==> src/rtl/sys_ctrl_pkg.sv <==
// rtl/sys_ctrl_pkg.sv - command opcodes, fixed operand addresses and FSM state encoding for sys_ctrl
package sys_ctrl_pkg;

  localparam logic [7:0] CMD_RF_WR   = 8'hAA;
  localparam logic [7:0] CMD_RF_RD   = 8'hBB;
  localparam logic [7:0] CMD_ALU_OP  = 8'hCC;
  localparam logic [7:0] CMD_ALU_NOP = 8'hDD;

  localparam int OPA_ADDR = 0;
  localparam int OPB_ADDR = 1;

  typedef enum logic [3:0] {
    ST_IDLE,
    ST_WR_ADDR,
    ST_WR_DATA,
    ST_RD_ADDR,
    ST_RD_WAIT,
    ST_OP_A,
    ST_OP_B,
    ST_ALU_FUN_S,
    ST_ALU_WAIT,
    ST_TX_LO,
    ST_TX_HI
  } state_t;

endpackage

==> src/rtl/sys_ctrl.sv <==
// rtl/sys_ctrl.sv - command sequencer: decodes RX byte frames into register-file
// accesses and ALU operations, and returns results to the TX FIFO.
module sys_ctrl
  import sys_ctrl_pkg::*;
#(
  parameter int FRAME_WIDTH         = 8,
  parameter int ALU_DATA_WIDTH      = 16,
  parameter int ALU_FUNC_WIDTH      = 4,
  parameter int REG_FILE_ADDR_WIDTH = 4
) (
  input  logic                           CLK,
  input  logic                           RST,
  input  logic [FRAME_WIDTH-1:0]         RX_P_DATA,
  input  logic                           RX_D_VLD,
  input  logic [FRAME_WIDTH-1:0]         RdData,
  input  logic                           RdData_Valid,
  input  logic [ALU_DATA_WIDTH-1:0]      ALU_OUT,
  input  logic                           OUT_Valid,
  input  logic                           FIFO_FULL,
  output logic                           WrEn,
  output logic                           RdEn,
  output logic [REG_FILE_ADDR_WIDTH-1:0] Address,
  output logic [FRAME_WIDTH-1:0]         WrData,
  output logic                           ALU_EN,
  output logic [ALU_FUNC_WIDTH-1:0]      ALU_FUN,
  output logic                           CLK_EN,
  output logic [FRAME_WIDTH-1:0]         TX_P_DATA,
  output logic                           TX_D_VLD
);

  localparam int FW = FRAME_WIDTH;
  localparam int RA = REG_FILE_ADDR_WIDTH;
  localparam int FF = ALU_FUNC_WIDTH;

  state_t               r_state, w_state_nxt;
  logic                 r_wr_en, w_wr_en_nxt;
  logic                 r_rd_en, w_rd_en_nxt;
  logic [RA-1:0]        r_address, w_address_nxt;
  logic [FW-1:0]        r_wr_data, w_wr_data_nxt;
  logic                 r_alu_en, w_alu_en_nxt;
  logic [FF-1:0]        r_alu_fun, w_alu_fun_nxt;
  logic                 r_clk_en, w_clk_en_nxt;
  logic                 r_alu_pend, w_alu_pend_nxt;
  logic [RA-1:0]        r_addr_hold, w_addr_hold_nxt;
  logic [FW-1:0]        r_tx_lo, w_tx_lo_nxt;
  logic [FW-1:0]        r_tx_hi, w_tx_hi_nxt;
  logic                 r_tx_single, w_tx_single_nxt;
  logic                 w_tx_vld;
  logic [RA-1:0]        w_rx_addr;
  logic [FF-1:0]        w_rx_fun;

  assign w_rx_addr = RX_P_DATA[RA-1:0];
  assign w_rx_fun  = RX_P_DATA[FF-1:0];

  always_ff @(posedge CLK or negedge RST) begin
    if (!RST) begin
      r_state <= ST_IDLE;
    end else begin
      r_state <= w_state_nxt;
    end
  end

  always_comb begin
    w_state_nxt     = r_state;
    w_wr_en_nxt     = 1'b0;
    w_rd_en_nxt     = 1'b0;
    w_alu_en_nxt    = 1'b0;
    w_address_nxt   = r_address;
    w_wr_data_nxt   = r_wr_data;
    w_alu_fun_nxt   = r_alu_fun;
    w_clk_en_nxt    = r_clk_en;
    w_alu_pend_nxt  = r_alu_pend;
    w_addr_hold_nxt = r_addr_hold;
    w_tx_lo_nxt     = r_tx_lo;
    w_tx_hi_nxt     = r_tx_hi;
    w_tx_single_nxt = r_tx_single;
    w_tx_vld        = 1'b0;

    case (r_state)
      ST_IDLE: begin
        if (RX_D_VLD) begin
          case (RX_P_DATA)
            CMD_RF_WR:   w_state_nxt = ST_WR_ADDR;
            CMD_RF_RD:   w_state_nxt = ST_RD_ADDR;
            CMD_ALU_OP:  w_state_nxt = ST_OP_A;
            CMD_ALU_NOP: w_state_nxt = ST_ALU_FUN_S;
            default:     w_state_nxt = ST_IDLE;
          endcase
        end
      end
      ST_WR_ADDR: begin
        if (RX_D_VLD) begin
          w_addr_hold_nxt = w_rx_addr;
          w_state_nxt     = ST_WR_DATA;
        end
      end
      ST_WR_DATA: begin
        if (RX_D_VLD) begin
          w_wr_en_nxt   = 1'b1;
          w_address_nxt = r_addr_hold;
          w_wr_data_nxt = RX_P_DATA;
          w_state_nxt   = ST_IDLE;
        end
      end
      ST_RD_ADDR: begin
        if (RX_D_VLD) begin
          w_rd_en_nxt   = 1'b1;
          w_address_nxt = w_rx_addr;
          w_state_nxt   = ST_RD_WAIT;
        end
      end
      ST_RD_WAIT: begin
        if (RdData_Valid) begin
          w_tx_lo_nxt     = RdData;
          w_tx_single_nxt = 1'b1;
          w_state_nxt     = ST_TX_LO;
        end
      end
      ST_OP_A: begin
        if (RX_D_VLD) begin
          w_wr_en_nxt   = 1'b1;
          w_address_nxt = RA'(OPA_ADDR);
          w_wr_data_nxt = RX_P_DATA;
          w_state_nxt   = ST_OP_B;
        end
      end
      ST_OP_B: begin
        if (RX_D_VLD) begin
          w_wr_en_nxt   = 1'b1;
          w_address_nxt = RA'(OPB_ADDR);
          w_wr_data_nxt = RX_P_DATA;
          w_state_nxt   = ST_ALU_FUN_S;
        end
      end
      ST_ALU_FUN_S: begin
        if (RX_D_VLD) begin
          w_alu_fun_nxt  = w_rx_fun;
          w_clk_en_nxt   = 1'b1;
          w_alu_pend_nxt = 1'b1;
          w_state_nxt    = ST_ALU_WAIT;
        end
      end
      // ALU_EN fires one cycle after CLK_EN so the gated ALU clock is running first.
      ST_ALU_WAIT: begin
        if (r_alu_pend) begin
          w_alu_en_nxt   = 1'b1;
          w_alu_pend_nxt = 1'b0;
        end else if (OUT_Valid) begin
          w_tx_lo_nxt     = ALU_OUT[FW-1:0];
          w_tx_hi_nxt     = ALU_OUT[2*FW-1:FW];
          w_tx_single_nxt = 1'b0;
          w_state_nxt     = ST_TX_LO;
        end
      end
      ST_TX_LO: begin
        w_tx_vld = !FIFO_FULL;
        if (!FIFO_FULL) begin
          w_state_nxt = r_tx_single ? ST_IDLE : ST_TX_HI;
        end
      end
      ST_TX_HI: begin
        w_tx_vld = !FIFO_FULL;
        if (!FIFO_FULL) begin
          w_clk_en_nxt = 1'b0;
          w_state_nxt  = ST_IDLE;
        end
      end
      default: w_state_nxt = ST_IDLE;
    endcase
  end

  always_ff @(posedge CLK or negedge RST) begin
    if (!RST) begin
      r_wr_en     <= 1'b0;
      r_rd_en     <= 1'b0;
      r_alu_en    <= 1'b0;
      r_address   <= '0;
      r_wr_data   <= '0;
      r_alu_fun   <= '0;
      r_clk_en    <= 1'b0;
      r_alu_pend  <= 1'b0;
      r_addr_hold <= '0;
      r_tx_lo     <= '0;
      r_tx_hi     <= '0;
      r_tx_single <= 1'b0;
    end else begin
      r_wr_en     <= w_wr_en_nxt;
      r_rd_en     <= w_rd_en_nxt;
      r_alu_en    <= w_alu_en_nxt;
      r_address   <= w_address_nxt;
      r_wr_data   <= w_wr_data_nxt;
      r_alu_fun   <= w_alu_fun_nxt;
      r_clk_en    <= w_clk_en_nxt;
      r_alu_pend  <= w_alu_pend_nxt;
      r_addr_hold <= w_addr_hold_nxt;
      r_tx_lo     <= w_tx_lo_nxt;
      r_tx_hi     <= w_tx_hi_nxt;
      r_tx_single <= w_tx_single_nxt;
    end
  end

  // TX strobe is combinational on FIFO_FULL so a byte is never written into a full FIFO.
  assign TX_D_VLD  = w_tx_vld;
  assign TX_P_DATA = (r_state == ST_TX_HI) ? r_tx_hi :
                     (r_state == ST_TX_LO) ? r_tx_lo : '0;

  assign WrEn    = r_wr_en;
  assign RdEn    = r_rd_en;
  assign Address = r_address;
  assign WrData  = r_wr_data;
  assign ALU_EN  = r_alu_en;
  assign ALU_FUN = r_alu_fun;
  assign CLK_EN  = r_clk_en;

endmodule

==> config.mk <==
export PLATFORM = sky130hd
export DESIGN_NAME = sys_ctrl
export DESIGN_NICKNAME = d
export VERILOG_FILES = /design/src/rtl/sys_ctrl_pkg.sv /design/src/rtl/sys_ctrl.sv
export SDC_FILE = /design/constraint.sdc
export NUM_CORES = 1
export LEC_CHECK = 0
export BUFFER_PORTS_ARGS = -buffer_cell sky130_fd_sc_hd__buf_2
export CAP_MARGIN = 20
export CORE_MARGIN = 2
export CORE_UTILIZATION = 34
export DETAILED_ROUTE_END_ITERATION = 8
export GPL_ROUTABILITY_DRIVEN = 0
export RECOVER_POWER = 25
export SETUP_SLACK_MARGIN = 0.1
export SLEW_MARGIN = 20
export SYNTH_ARGS = -nofsm -noshare
export SYNTH_HDL_FRONTEND = slang
export SYNTH_SLANG_ARGS = --single-unit
==> constraint.sdc <==
create_clock -name CLK -period 5.2 [get_ports CLK]
set_input_delay 0.52 -clock CLK [delete_from_list [all_inputs] [get_ports CLK]]
set_output_delay 0.52 -clock CLK [all_outputs]
set_load 0.005 [all_outputs]
==> results.json <==
{
  "nFillCells": 669,
  "critPathLaunchType": "flip-flop",
  "r2r_cells": 3,
  "antenna_found_initial": 0,
  "drive_gt1_frac": 0.416,
  "synthCells": 202,
  "dieArea_um2": 7600,
  "final.min_clock_period_ns": 2.82,
  "worstHoldPathType": "in2reg",
  "cts_root_buffer": "clkbuf_8",
  "syn_nets": 240,
  "clkSinkCount": 46,
  "dp_hpwl_um": 3750,
  "finalPower_w": 0.00145,
  "die_y_um": 87.2,
  "initial_core_util": 0.348,
  "grt_pass1_vias": 1586,
  "grt_pass1_wl_um": 8290,
  "drt-total-wl_um": 5110,
  "seq_area_frac_synth": 0.490,
  "via_per_inst": 5.11,
  "grt_max_degree": 47,
  "synth_ff_type": "dfrtp_1",
  "cts_tree": "done",
  "synth_area_per_cell_um2": 11.6,
  "dieWidth_um": 87.2,
  "synth_edf_count": 0,
  "fmax_mhz": 354,
  "path_clk_slew_ns": 0.08,
  "fp-row-count": 30,
  "wire_per_inst_um": 14.9,
  "ys_top_cells_by_area": "dfrtp_1, mux2_2, mux2i_1",
  "crit_type": "reg2out",
  "tns_ns": 0,
  "status": "finished with violations",
  "layout_commonest_cell": "buf_2",
  "slew_headroom": -0.594,
  "buffer_ports.inserted": 66,
  "ys_async_sr_fraction": 1.00,
  "ys_seq_elements": 46,
  "irDropWorstVdd_uv": 140,
  "reg2reg_slack_ns": 2.88,
  "synth.yosys.warnings": 0,
  "fin_util": 0.413,
  "final_cell_count_no_fill": 342,
  "path_max_fanout": 21,
  "post-cts-setup-buffers": 0,
  "gr-total-overflow": 0,
  "final_cell_mix": "buf_2, dfrtp_1, mux2_2",
  "crit_chain": "nand2b_1 -> nor2b_1 -> or2_1 -> nor2b_1 -> buf_2",
  "drv_cap": 1,
  "powerDensity_nw_per_um2": 519,
  "num_io_pins": 67,
  "power_leakage_nw": 1.30,
  "synth_top_area_share": 0.490,
  "clock_skew_ns": 0.00347,
  "slew_viol_final": 47,
  "setup_violations": 0,
  "end_kind": "output pin",
  "synthesis.area_um2": 2350,
  "cts_made_buffers": 5,
  "clockBufferDepth": 2,
  "ctsResizeCount": 0,
  "fin_crit_sh": 0.543,
  "crit_slowest_cell": "dfrtp_1",
  "synth_cell_types": 49,
  "violations": "capacitance limit, slew limit",
  "required_ns": 4.68,
  "cts_max_level": 2,
  "hold_viol": 0,
  "vias": 1749,
  "place_inst": 335,
  "clock_latency_ns": 0.30,
  "core_area_um2": 6760,
  "cpPeakStageDelay_ns": 0.77,
  "first_pass_iters": 4,
  "yosysTopAreaCell": "dfrtp_1",
  "postRouteAntennaNets": 0,
  "drc": 0,
  "syn2layout_area_growth_pct": 18.6,
  "crit_top_cell": "nor2b_1",
  "rsz0062_at_grt": "no",
  "drtIter0Drc": 139,
  "postCtsHoldBufs": 0,
  "min_path_cells": 2,
  "nets": 300,
  "diodes": 0,
  "grt_usage": 0.142,
  "tightest_slew_ns": 2.39,
  "cp.arrival_ns": 2.30
}
layer usage:
metal,vias to the layer above,track usage,share of wire
met5,-,0,0
met2,28,0.201,0.45
met3,6,0.0303,0.032
met4,0,0.0420,0.013
li1,862,-,-
met1,853,0.218,0.50
cells by family after synthesis:
kind of cell,Yosys count,synth area share
DFF,46,0.490
AOI/OAI and AO/OA,46,0.145
muxes,35,0.168
and+or+nand+nor,56,0.150
buffers and inverters,16,0.0367
xor gates and xnor gates,3,0.0112
layout make-up:
| class | count | area [um^2] | area share |
|---|---|---|---|
| inverter | 2 | 7.51 | 0.00269 |
| timing repair buffer | 67 | 337 | 0.121 |
| clock inverter | 2 | 10.0 | 0.00359 |
| tap | 80 | 100 | 0.0359 |
| multi-input combinational | 140 | 1110 | 0.399 |
| clock buffer | 5 | 68.8 | 0.0247 |
| sequential | 46 | 1150 | 0.413 |
cells in the mapped netlist (2+ instances only):
library cell / count
nand4b_1: 3
a21oi_1: 2
a2bb2oi_1: 2
o31ai_1: 2
inv_1: 2
mux2i_1: 8
o21ai_0: 14
buf_2: 11
nor3_1: 4
a31oi_1: 4
mux2_4: 3
nor4bb_1: 2
xnor2_1: 2
nor2b_1: 6
o22ai_1: 2
mux2_2: 24
and2_1: 2
nand2_1: 16
nor2_1: 5
dfrtp_1: 46
nand3_1: 2
a32o_1: 2
nand4_1: 2
a22o_1: 8
nand2b_1: 4
critical path: cells and delay by family, from the launching register on:
family        cells  cell delay [ns]
buf+inv           1             0.11
flops             1             0.77
simple gates      4             1.13
state kept, by name (all words and copies together) (netlist names), 4 cells and up:
name / flops
ALU_FUN: 4
r_addr_hold: 4
r_tx_hi: 8
WrData: 8
Address: 4
r_state: 4
r_tx_lo: 8
through the flow:
stage | hold WS (ns) | instance area [um^2] | setup WS, ns
2_1_floorplan | 0.224 | 2350 | 3.28
3_3_place_gp | 0.475 | 2710 | 2.80
3_5_place_dp | 0.473 | 2710 | 2.77
4_1_cts | 0.434 | 2790 | 2.42
5_1_grt | 0.454 | 2790 | 2.19
6_report | 0.449 | 2790 | 2.38
where the power goes:
part	leakage, nW	switching [W]	total [W]	internal, W
clock network	0.0438	0.000117	0.000207	0.0000904
registers	0.577	0.000144	0.000655	0.000510
logic	0.677	0.000260	0.000585	0.000325
worst paths after layout:
path / end / start
setup / recovery: TX_D_VLD / r_state[3]
hold / removal: r_tx_hi[4] / ALU_OUT[12]
setup reg to reg: r_tx_lo[1] / r_state[3]
hold reg to reg: r_tx_lo[6] / r_tx_lo[6]
max in group asynchronous: r_tx_hi[1] / RST
min in group asynchronous: WrData[5] / RST
Power figures use the tool's default switching activity.
